==> src/rtl/riscv_multicycle_if.sv <==
`default_nettype none
// ============================================================================
//  Module      : riscv_multicycle_if
//  Description : Unified instruction/data memory port of the multicycle
//                RV32I-subset core. The core drives a byte address, a write
//                enable and store data. The memory returns read data for the
//                current address in the same cycle.
//  Revision    : 1.0 - initial release
// ============================================================================
interface riscv_multicycle_if #(
  parameter int XLEN = 32,
  parameter int ILEN = 32
);
  localparam int MLEN = (XLEN > ILEN) ? XLEN : ILEN;

  logic [XLEN-1:0] mem_addr_o;
  logic [MLEN-1:0] mem_rdata_i;
  logic            mem_we_o;
  logic [MLEN-1:0] mem_wdata_o;

  // Core side: drives address, write enable and store data
  modport master (
    output mem_addr_o,
    output mem_we_o,
    output mem_wdata_o,
    input  mem_rdata_i
  );

  // Memory side: returns combinational read data
  modport slave (
    input  mem_addr_o,
    input  mem_we_o,
    input  mem_wdata_o,
    output mem_rdata_i
  );
endinterface
`default_nettype wire

==> src/rtl/riscv_multicycle.sv <==
`default_nettype none
// ============================================================================
//  Module      : riscv_multicycle
//  Description : Multicycle RV32I-subset core (lw, sw, add, sub, and, or,
//                slt, addi, andi, ori, slti, beq, jal). It uses a single
//                unified memory port. Each instruction takes 2 to 5 cycles
//                through a FETCH/DECODE/execute control FSM.
//  Revision    : 1.0 - initial release
// ============================================================================
module riscv_multicycle #(
  parameter int XLEN = 32,
  parameter int ILEN = 32
) (
  input  logic                clk_i,
  input  logic                rst_i,
  riscv_multicycle_if.master  mem
);

  localparam int MLEN = (XLEN > ILEN) ? XLEN : ILEN;

  // Opcodes of the supported instruction classes
  localparam logic [6:0] OP_LOAD   = 7'b0000011;
  localparam logic [6:0] OP_STORE  = 7'b0100011;
  localparam logic [6:0] OP_REG    = 7'b0110011;
  localparam logic [6:0] OP_IMM    = 7'b0010011;
  localparam logic [6:0] OP_BRANCH = 7'b1100011;
  localparam logic [6:0] OP_JAL    = 7'b1101111;

  // ALU funct3 selectors shared by R-type and I-type
  localparam logic [2:0] F3_ADD = 3'b000;
  localparam logic [2:0] F3_SLT = 3'b010;
  localparam logic [2:0] F3_OR  = 3'b110;
  localparam logic [2:0] F3_AND = 3'b111;
  localparam logic [2:0] F3_LSW = 3'b010;
  localparam logic [2:0] F3_BEQ = 3'b000;

  localparam logic [6:0] F7_BASE = 7'b0000000;
  localparam logic [6:0] F7_SUB  = 7'b0100000;

  // FETCH must be encoding 0 so that reset lands there
  typedef enum logic [3:0] {
    FETCH    = 4'd0,
    DECODE   = 4'd1,
    MEMADR   = 4'd2,
    MEMREAD  = 4'd3,
    MEMWB    = 4'd4,
    MEMWRITE = 4'd5,
    EXECR    = 4'd6,
    EXECI    = 4'd7,
    ALUWB    = 4'd8,
    BEQ      = 4'd9,
    JAL      = 4'd10
  } state_t;

  state_t state_q;
  state_t state_d;

  // Architectural and intermediate registers
  logic [XLEN-1:0] pc_q;
  logic [XLEN-1:0] oldpc_q;
  logic [ILEN-1:0] ir_q;
  logic [XLEN-1:0] data_q;
  logic [XLEN-1:0] a_q;
  logic [XLEN-1:0] b_q;
  logic [XLEN-1:0] aluout_q;
  logic [XLEN-1:0] rf [32];

  // Instruction fields
  logic [6:0] opcode;
  logic [2:0] funct3;
  logic [6:0] funct7;
  logic [4:0] rs1;
  logic [4:0] rs2;
  logic [4:0] rd;

  assign opcode = ir_q[6:0];
  assign rd     = ir_q[11:7];
  assign funct3 = ir_q[14:12];
  assign rs1    = ir_q[19:15];
  assign rs2    = ir_q[24:20];
  assign funct7 = ir_q[31:25];

  // Sign-extended immediates (I, S, B, J formats)
  logic [XLEN-1:0] imm_i;
  logic [XLEN-1:0] imm_s;
  logic [XLEN-1:0] imm_b;
  logic [XLEN-1:0] imm_j;

  assign imm_i = {{(XLEN-12){ir_q[31]}}, ir_q[31:20]};
  assign imm_s = {{(XLEN-12){ir_q[31]}}, ir_q[31:25], ir_q[11:7]};
  assign imm_b = {{(XLEN-13){ir_q[31]}}, ir_q[31], ir_q[7], ir_q[30:25],
                  ir_q[11:8], 1'b0};
  assign imm_j = {{(XLEN-21){ir_q[31]}}, ir_q[31], ir_q[19:12], ir_q[20],
                  ir_q[30:21], 1'b0};

  // Instruction class decode; anything not matched retires as a NOP
  logic alu_f3_ok;
  logic is_lw;
  logic is_sw;
  logic is_r;
  logic is_i;
  logic is_beq;
  logic is_jal;

  assign alu_f3_ok = (funct3 == F3_ADD) || (funct3 == F3_SLT) ||
                     (funct3 == F3_OR)  || (funct3 == F3_AND);
  assign is_lw  = (opcode == OP_LOAD)  && (funct3 == F3_LSW);
  assign is_sw  = (opcode == OP_STORE) && (funct3 == F3_LSW);
  assign is_r   = (opcode == OP_REG) &&
                  (((funct7 == F7_BASE) && alu_f3_ok) ||
                   ((funct7 == F7_SUB)  && (funct3 == F3_ADD)));
  assign is_i   = (opcode == OP_IMM) && alu_f3_ok;
  assign is_beq = (opcode == OP_BRANCH) && (funct3 == F3_BEQ);
  assign is_jal = (opcode == OP_JAL);

  // ALU: second operand is b_q for R-type, immI for I-type
  logic [XLEN-1:0] alu_b;
  logic            alu_sub;
  logic [XLEN-1:0] alu_res;

  // Combinational ALU selected by funct3 (and funct7 for sub)
  always_comb begin
    alu_b   = (state_q == EXECR) ? b_q : imm_i;
    alu_sub = (state_q == EXECR) && (funct7 == F7_SUB);
    alu_res = '0;
    case (funct3)
      F3_ADD:  alu_res = alu_sub ? (a_q - alu_b) : (a_q + alu_b);
      F3_AND:  alu_res = a_q & alu_b;
      F3_OR:   alu_res = a_q | alu_b;
      F3_SLT:  alu_res = {{(XLEN-1){1'b0}}, ($signed(a_q) < $signed(alu_b))};
      default: alu_res = '0;
    endcase
  end

  // Control FSM state register
  always_ff @(posedge clk_i) begin
    if (rst_i) begin
      state_q <= FETCH;
    end else begin
      state_q <= state_d;
    end
  end

  logic [XLEN-1:0] addr_c;
  logic            we_c;
  logic [MLEN-1:0] wdata_c;

  // Next-state logic and memory-port outputs; reset forces a quiet bus
  always_comb begin
    state_d = state_q;
    addr_c  = pc_q;
    we_c    = 1'b0;
    wdata_c = MLEN'(b_q);
    case (state_q)
      FETCH:    state_d = DECODE;
      DECODE: begin
        if (is_lw || is_sw)  state_d = MEMADR;
        else if (is_r)       state_d = EXECR;
        else if (is_i)       state_d = EXECI;
        else if (is_beq)     state_d = BEQ;
        else if (is_jal)     state_d = JAL;
        else                 state_d = FETCH;
      end
      MEMADR:   state_d = is_sw ? MEMWRITE : MEMREAD;
      MEMREAD: begin
        addr_c  = aluout_q;
        state_d = MEMWB;
      end
      MEMWB:    state_d = FETCH;
      MEMWRITE: begin
        addr_c  = aluout_q;
        we_c    = 1'b1;
        state_d = FETCH;
      end
      EXECR:    state_d = ALUWB;
      EXECI:    state_d = ALUWB;
      ALUWB:    state_d = FETCH;
      BEQ:      state_d = FETCH;
      JAL:      state_d = ALUWB;
      default:  state_d = FETCH;
    endcase
    // An in-flight store is abandoned as soon as reset is seen
    if (rst_i) begin
      addr_c  = '0;
      we_c    = 1'b0;
      wdata_c = '0;
    end
  end

  assign mem.mem_addr_o  = addr_c;
  assign mem.mem_we_o    = we_c;
  assign mem.mem_wdata_o = wdata_c;

  // Datapath registers updated according to the current control state
  always_ff @(posedge clk_i) begin
    if (rst_i) begin
      pc_q     <= '0;
      oldpc_q  <= '0;
      ir_q     <= '0;
      data_q   <= '0;
      a_q      <= '0;
      b_q      <= '0;
      aluout_q <= '0;
    end else begin
      case (state_q)
        FETCH: begin
          ir_q    <= mem.mem_rdata_i[ILEN-1:0];
          oldpc_q <= pc_q;
          pc_q    <= pc_q + XLEN'(4);
        end
        DECODE: begin
          a_q      <= rf[rs1];
          b_q      <= rf[rs2];
          // Branch target precomputed here for use by BEQ
          aluout_q <= oldpc_q + imm_b;
        end
        MEMADR:  aluout_q <= a_q + (is_sw ? imm_s : imm_i);
        MEMREAD: data_q   <= mem.mem_rdata_i[XLEN-1:0];
        EXECR:   aluout_q <= alu_res;
        EXECI:   aluout_q <= alu_res;
        BEQ: begin
          if (a_q == b_q) begin
            pc_q <= aluout_q;
          end
        end
        JAL: begin
          pc_q     <= oldpc_q + imm_j;
          // pc_q already holds oldpc+4, the return address
          aluout_q <= pc_q;
        end
        default: ;
      endcase
    end
  end

  // Register file write port; x0 is never written so it always reads 0
  always_ff @(posedge clk_i) begin
    if (rst_i) begin
      for (int i = 0; i < 32; i++) begin
        rf[i] <= '0;
      end
    end else if (((state_q == MEMWB) || (state_q == ALUWB)) && (rd != 5'd0)) begin
      rf[rd] <= (state_q == MEMWB) ? data_q : aluout_q;
    end
  end

endmodule
`default_nettype wire

==> src/flat_wrapper.sv <==
// flat-port wrapper written by rule: the top's interface ports become plain ports
module riscv_multicycle_flat 
#(
  parameter int XLEN = 32,
  parameter int ILEN = 32
)
  (clk_i, rst_i, mem_mem_addr_o, mem_mem_we_o, mem_mem_wdata_o, mem_mem_rdata_i);
  riscv_multicycle_if #(.XLEN(XLEN), .ILEN(ILEN)) mem_i ();
  input  logic clk_i;
  input  logic rst_i;
  output wire logic [$bits(mem_i.mem_addr_o)-1:0] mem_mem_addr_o;
  output wire logic [$bits(mem_i.mem_we_o)-1:0] mem_mem_we_o;
  output wire logic [$bits(mem_i.mem_wdata_o)-1:0] mem_mem_wdata_o;
  input wire logic [$bits(mem_i.mem_rdata_i)-1:0] mem_mem_rdata_i;
  assign mem_mem_addr_o = mem_i.mem_addr_o;
  assign mem_mem_we_o = mem_i.mem_we_o;
  assign mem_mem_wdata_o = mem_i.mem_wdata_o;
  assign mem_i.mem_rdata_i = mem_mem_rdata_i;
  riscv_multicycle #(.XLEN(XLEN), .ILEN(ILEN)) u_core (.clk_i(clk_i), .rst_i(rst_i), .mem(mem_i));
endmodule
==> config.mk <==
export PLATFORM = sky130hd
export DESIGN_NAME = riscv_multicycle_flat
export DESIGN_NICKNAME = d
export VERILOG_FILES = /design/src/rtl/riscv_multicycle_if.sv /design/src/rtl/riscv_multicycle.sv /design/src/flat_wrapper.sv
export SDC_FILE = /design/constraint.sdc
export NUM_CORES = 2
export LEC_CHECK = 0
export ABC_CLOCK_PERIOD_IN_PS = 4600
export BUFFER_PORTS_ARGS = -buffer_cell sky130_fd_sc_hd__buf_2
export CAP_MARGIN = 20
export CORE_UTILIZATION = 35
export DETAILED_ROUTE_END_ITERATION = 10
export GPL_ROUTABILITY_DRIVEN = 0
export PLACE_DENSITY_LB_ADDON = 0.2
export SETUP_SLACK_MARGIN = 0.15
export SYNTH_ARGS = -nofsm -noshare
export SYNTH_HDL_FRONTEND = slang
export SYNTH_SLANG_ARGS = --single-unit
export TNS_END_PERCENT = 30
==> constraint.sdc <==
create_clock -name clk_i -period 4.6 [get_ports clk_i]
set_clock_uncertainty 0.1 [all_clocks]
set_input_delay 0.69 -clock clk_i [delete_from_list [all_inputs] [get_ports clk_i]]
set_output_delay 0.69 -clock clk_i [all_outputs]
set_load 0.01 [all_outputs]
## Word-level counts from Yosys, hierarchy flattened

Memories as Yosys holds them, arrays and structs flattened. A register that Yosys moved wholly into a read port is not among the register bits.
Cells that the tools add are included.

- Add/sub/neg operators: 6
- Magnitude comparators: 1
- Equality and inequality tests: 22
- Mux-type cells: 28
- Bitwise operators: 2
- Reductions and logical operators: 26

Operators by type and width:

| kind | count |
|---|---|
| 32-bit 2-to-1 mux | 8 |
| 32-bit one-hot mux with 4 select lines | 2 |
| 32-bit adder | 4 |
| 32-bit one-hot mux with 3 select lines | 1 |
| 32-bit by 3-bit adder with 32-bit output (second input constant) | 1 |
| 32-bit AND | 1 |
| 32-bit == test | 1 |
| 32-bit < comparator | 1 |
| 32-bit bitwise OR | 1 |
| 32-bit OR reduction | 1 |
| 32-bit subtractor | 1 |
| 7-bit by 6-bit == test with 1-bit output (second input constant) | 3 |
| 4-bit 2-to-1 mux | 5 |
| 4-bit one-hot mux with 5 select lines | 1 |
| 4-bit by 3-bit == test with 1-bit output (second input constant) | 4 |
| 7-bit == test (second input constant) | 2 |
| 4-bit == test (second input constant) | 3 |
| 5-bit 2-to-1 mux | 2 |
| 1-bit logical AND | 9 |
| 4-bit by 2-bit == test with 1-bit output (second input constant) | 2 |
| 1-bit 2-to-1 mux | 8 |
| 7-bit by 2-bit == test with 1-bit output (second input constant) | 1 |
| 7-bit by 5-bit == test with 1-bit output (second input constant) | 1 |
| 7-bit zero test | 1 |
| other kinds (14) | 21 |

- Register bits: 164
- Memory bits (writable): 1024
- Bits of input ports: 34
- Output and inout port bits: 65
- Logic and storage cells: 92
- Memories kept: 1

Memories:

| memory | depth | width | read ports | clocked after memory_dff | wr ports | line | RTL |
|---|---|---|---|---|---|---|---|
| u_core.rf | 32 | 32 | 2 | 2 | 32 | riscv_multicycle.sv:66 | `logic [XLEN-1:0] rf [32];` |

## Longest topological paths before layout

- Depth in word-level cells: 10
- Depth in mapped cells: 19
- Mapped depth without buffers: 18

## Worst setup path after synthesis

OpenSTA, ideal clock, no wires.

- Kind: register to register
- Start point: register u_core.ir_q[31]
- End point: register u_core.aluout_q[29]
- Library setup time: 0.133 ns
- Data arrival time: 4.121 ns
- Required time: 4.367 ns
- Slack: 0.246 ns
- Cell stages (with the launch flop): 17
- Buffers on the path: 2
- Clock period less this slack: 4.354 ns
- Path through: dfxtp_1 > o21ai_0 > clkbuf_1 > nand2_1 > inv_1 > ha_1 > buf_2 > a21o_1 > a21o_1 > a31oi_1 > a31oi_1 > o211ai_2 > a21oi_1 > o311a_1 > or3_1 > a31oi_1 > a2111oi_2

- Word-level cells in the longest chain between the ends: 5
- Elaborated cells between the ends (all ways): 12
- Those cells by class: add/sub (4); eq/ne (1); mux (4); bitwise (2); reduce/logical (1)

Ends and longest elaborated chain:

| element | line | RTL |
|---|---|---|
| from (decl) | riscv_multicycle.sv:61 | `logic [ILEN-1:0] ir_q;` |
| from (signal assigned) | riscv_multicycle.sv:207 | `ir_q <= mem.mem_rdata_i[ILEN-1:0];` |
| 32-bit 2-to-1 mux / 7-bit by 6-bit == test with 1-bit output (equally long branches) | riscv_multicycle.sv:123, riscv_multicycle.sv:124 |  |
| 32-bit adder (tied with other cells) | riscv_multicycle.sv:127 | `F3_ADD: alu_res = alu_sub ? (a_q - alu_b) : (a_q + alu_b);` |
| 32-bit 2-to-1 mux | riscv_multicycle.sv:127 |  |
| 32-bit one-hot mux with 4 select lines | riscv_multicycle.sv:126 | `case (funct3)` |
| 32-bit one-hot mux with 4 select lines * | riscv_multicycle.sv:205 | `case (state_q)` |
| to (signal assigned) | riscv_multicycle.sv:215 | `aluout_q <= oldpc_q + imm_b;` |
| to (signal assigned) | riscv_multicycle.sv:217 | `MEMADR: aluout_q <= a_q + (is_sw ? imm_s : imm_i);` |
| to (signal assigned) | riscv_multicycle.sv:219 | `EXECR: aluout_q <= alu_res;` |
| to (decl) | riscv_multicycle.sv:65 | `logic [XLEN-1:0] aluout_q;` |

Every way passes the cells marked *; elsewhere a longest branch is shown, timed or not.
A chain may end at the register's enable or synchronous reset.

## Worst setup path in the final report

- Start point: register u_core.state_q[0]
- End point: register u_core.aluout_q[23]

- Word-level cells in the longest chain between the ends: 6
- Elaborated cells between the ends (all ways): 16
- Those cells by class: add/sub (2); eq/ne (5); mux (4); bitwise (2); reduce/logical (3)

Ends and longest elaborated chain:

| element | line | RTL |
|---|---|---|
| from (decl) | riscv_multicycle.sv:55 | `state_t state_q;` |
| from (signal assigned) | riscv_multicycle.sv:140 | `state_q <= state_d;` |
| 4-bit by 3-bit == test with 1-bit output | riscv_multicycle.sv:123, riscv_multicycle.sv:124, riscv_multicycle.sv:205 |  |
| 32-bit 2-to-1 mux | riscv_multicycle.sv:123 | `alu_b = (state_q == EXECR) ? b_q : imm_i;` |
| 32-bit adder / 32-bit subtractor (equally long branches) | riscv_multicycle.sv:127 |  |
| 32-bit 2-to-1 mux | riscv_multicycle.sv:127 |  |
| 32-bit one-hot mux with 4 select lines | riscv_multicycle.sv:126 |  |
| 32-bit one-hot mux with 4 select lines | riscv_multicycle.sv:205 |  |

Several ways; a longest one is shown, not always the timed one.

==> impl_metrics.csv <==
group,metric,value,unit
sta,timing.final.crit_period,4.33,ns
synth,yosysMostFrequentCell,"nor2_1",
global_routing,grt_util_all_layers,0.282,
die,start_util,0.353,
synth,synth-warning-count,0,
synth,yosysTopAreaCell,"edfxtp_1",
cts,clk_pin_slew,0.07,ns
sta,slew_headroom,0.210,
synth,synth_edf_count,1024,
sta,hold_viol,0,
worst_setup_path,cp_data_arrival_time,4.88,ns
route,antenna_left,0,
sta,setup_violations,0,
sta,fin_crit_sh,0.942,
cts,numCtsBuffers,143,
route,drt-initial-drc-count,7186,
die,rows,165,
die,die_area,206000,µm²
cts,cts_tree,"done",
cts,clk_latency,0.82,ns
pwr,powerDensity,359,nW/µm²
synth,synth_common_cells,"nor2_1, edfxtp_1, mux4_2",
synth,synth_ff_type,"edfxtp_1",
worst_setup_path,path_cells,"nor4bb_4 -> buf_12 -> mux2_2 -> inv_1 -> ha_1 -> a21oi_1 -> a211oi_1 -> o211ai_1 -> a31oi_1 -> nor2_1 -> o211ai_1 -> xnor2_1 -> nor2_1 -> o21ai_0 -> a211oi_1",
synth,syn_area_per_cell,11.9,µm²
synth,yosysTopAreaCellShare,0.431,
worst_setup_path,crit_type,"reg -> reg",
cts,htree_levels,4,
route,via_count,54091,
synth,syn_inst,5978,
route,firstDrtPassIters,9,
flow_run,cap_violations,0,
synth,seq_area_frac_synth,0.495,
cells_and_area,syn_to_final_growth,14.0,%
global_routing,overflow,0,
worst_setup_path,cpMaxStageDelayCell,"o21ai_0",
pwr,max-vdd-ir-drop,0.000402,V
synth,ys_top_cells_by_area,"edfxtp_1, mux4_2, nor2_1, dfxtp_1, ha_1",
placed_design,dpl.hpwl,190000,µm
min_path,holdCritPathClass,"in -> reg",
sta,rsz0062_at_grt,"yes",
global_routing,grt_pass1_vias,51767,
route,drc,0,
die,die_w,454,µm
global_routing,antenna_found_initial,12,
cells_and_area,utilization,0.402,
worst_setup_path,critPathRequiredTime,5.15,ns
worst_setup_path,crit_path_start_kind,"register",
global_routing,grt_max_degree,127,
route,drt-total-wl,294000,µm
synth,postSynth.asyncResetShare,0,
die,ios,99,
sta,fmaxAchievable,231,MHz
die,die_y,454,µm
cells_and_area,drive_gt1_frac,0.224,
cts,cts.sinks,1252,
cells_and_area,nNetsFinal,6194,
cts,root_buffer,"clkbuf_16",
global_routing,grt_pass1_wl,407000,µm
synth,ys_types,87,
synth,synth.cell_area,71400,µm²
worst_setup_path,regToRegSetupSlack,0.27,ns
route,vias_per_cell,6.16,
synth,synth_seq_cells,1252,
worst_setup_path,cpPeakStageDelay,0.47,ns
worst_setup_path,crit_path_end_kind,"register",
cts,clockBufferDepth,3,
route,wl_per_cell,33.5,µm
sta,maxSlewViolCount,0,
sta,tightest_slew,1.18,ns
placed_design,port_buffers,98,
run_status,status,"finished, final reports clean",
pwr,power.leakage,27.5,nW
worst_setup_path,cp_max_fo,19,
sta,fin_tns_setup,0,ns
die,core_area,203000,µm²
[sequential cells by signal, summed over array words and instances, names as in the netlist]
signal,cells
u_core.b_q,32
u_core.data_q,32
u_core.state_q,4
u_core.oldpc_q,32
u_core.pc_q,32
u_core.ir_q,32
u_core.rf,1024
u_core.a_q,32
u_core.aluout_q,32
[layout make-up]
type                    count  area [µm²]
diodes                      3        7.51
clock inverters            73         694
inverters                 123         462
clock buffers             195        3880
fillers                 19040      121000
repair buffers            363        3300
well taps                2672        3340
multi-input cells        4101       34300
flip-flops and latches   1252       35400
[final timing paths]
check,startpoint,end,depth (start not counted)
min,mem_mem_rdata_i[20],u_core.ir_q[20]$_SDFFE_PP0P_,3
max reg2reg,u_core.state_q[0]$_SDFF_PP0_,u_core.aluout_q[23]$_SDFFE_PP0P_,15
min reg2reg,u_core.oldpc_q[22]$_SDFFE_PP0P_,u_core.oldpc_q[22]$_SDFFE_PP0P_,2
max,u_core.state_q[0]$_SDFF_PP0_,u_core.aluout_q[23]$_SDFFE_PP0P_,15
[power breakdown]
group / internal, mW / total [mW] / switching, mW
clock network: 6.23 / 11.3 / 5.09
registers: 12.7 / 13.2 / 0.518
logic: 1.88 / 4.72 / 2.84
total: 20.8 / 29.2 / 8.45
[stage by stage]
stage	std cells	area (µm²)	setup slack (ns)	hold WS, ns	total power, mW
floorplan	6009	71500	0.246	0.336	16.0
global placement	8488	76300	0.118	0.348	17.9
detailed placement	8493	76400	0.180	0.353	18.0
CTS	8764	81000	0.186	0.00166	29.2
global route	8781	81400	0.0638	0.0251	30.0
finish	8782	81400	0.269	0.0439	29.2
[critical path, delay by kind of cell (launching register included)]
family	cells	cell delay, ns
AO/OA/AOI/OAI	7	2.11
XOR/XNOR	1	0.16
adder cells (fa/ha/maj)	1	0.27
buffers and inverters	2	0.28
flip-flops	1	0.34
multiplexers	1	0.36
AND/OR/NAND/NOR	3	0.57
[what timing repair did]
action | CTS | global route
hold buffers | 3 | 0
pin swaps | 0 | 4
endpoints found under the hold margin | 4 | 0
setup buffers | 0 | 1
gates resized for setup | 1 | 9
setup endpoints to repair | 2 | 13
[cells by family after synthesis]
group | after synthesis | share of synthesized area
and+or+nand+nor | 2109 | 0.122
DFF | 1252 | 0.495
AOI/OAI and AO/OA | 876 | 0.0784
muxes | 765 | 0.220
buffers and inverters | 656 | 0.0362
adders and majority gates | 176 | 0.0314
xor gates and xnor gates | 143 | 0.0175
other | 1 | 0.0000525
[cells in the final DEF (no fill, tap or decap), types with 33 or more instances in the layout]
cell type  netlist  layout
a211oi_1        87      87
a21o_1          46      46
a21oi_1        324     323
a31oi_1         33      33
buf_12           0      64
buf_2           81      97
buf_4            4     198
clkbuf_1       403      42
clkbuf_16        0     144
dfxtp_1        228     216
edfxtp_1      1024    1024
ha_1           171     171
inv_1          123     123
mux2i_1        107      75
mux4_2         640     640
nand2_1        511     479
nand3_1         36      35
nor2_1        1260    1258
nor2b_1         60      59
nor3_1          60      56
o21ai_0        145     144
xnor2_1         70      70
xor2_1          73      73
[layer usage]
layer,vias to the layer above,part of all wire,track usage
met5,-,0.00033,0
met4,14,0.051,0.127
met3,648,0.096,0.0563
met2,3207,0.47,0.451
met1,27894,0.38,0.369
li1,22328,-,-
(Power assumes the default switching activity.)
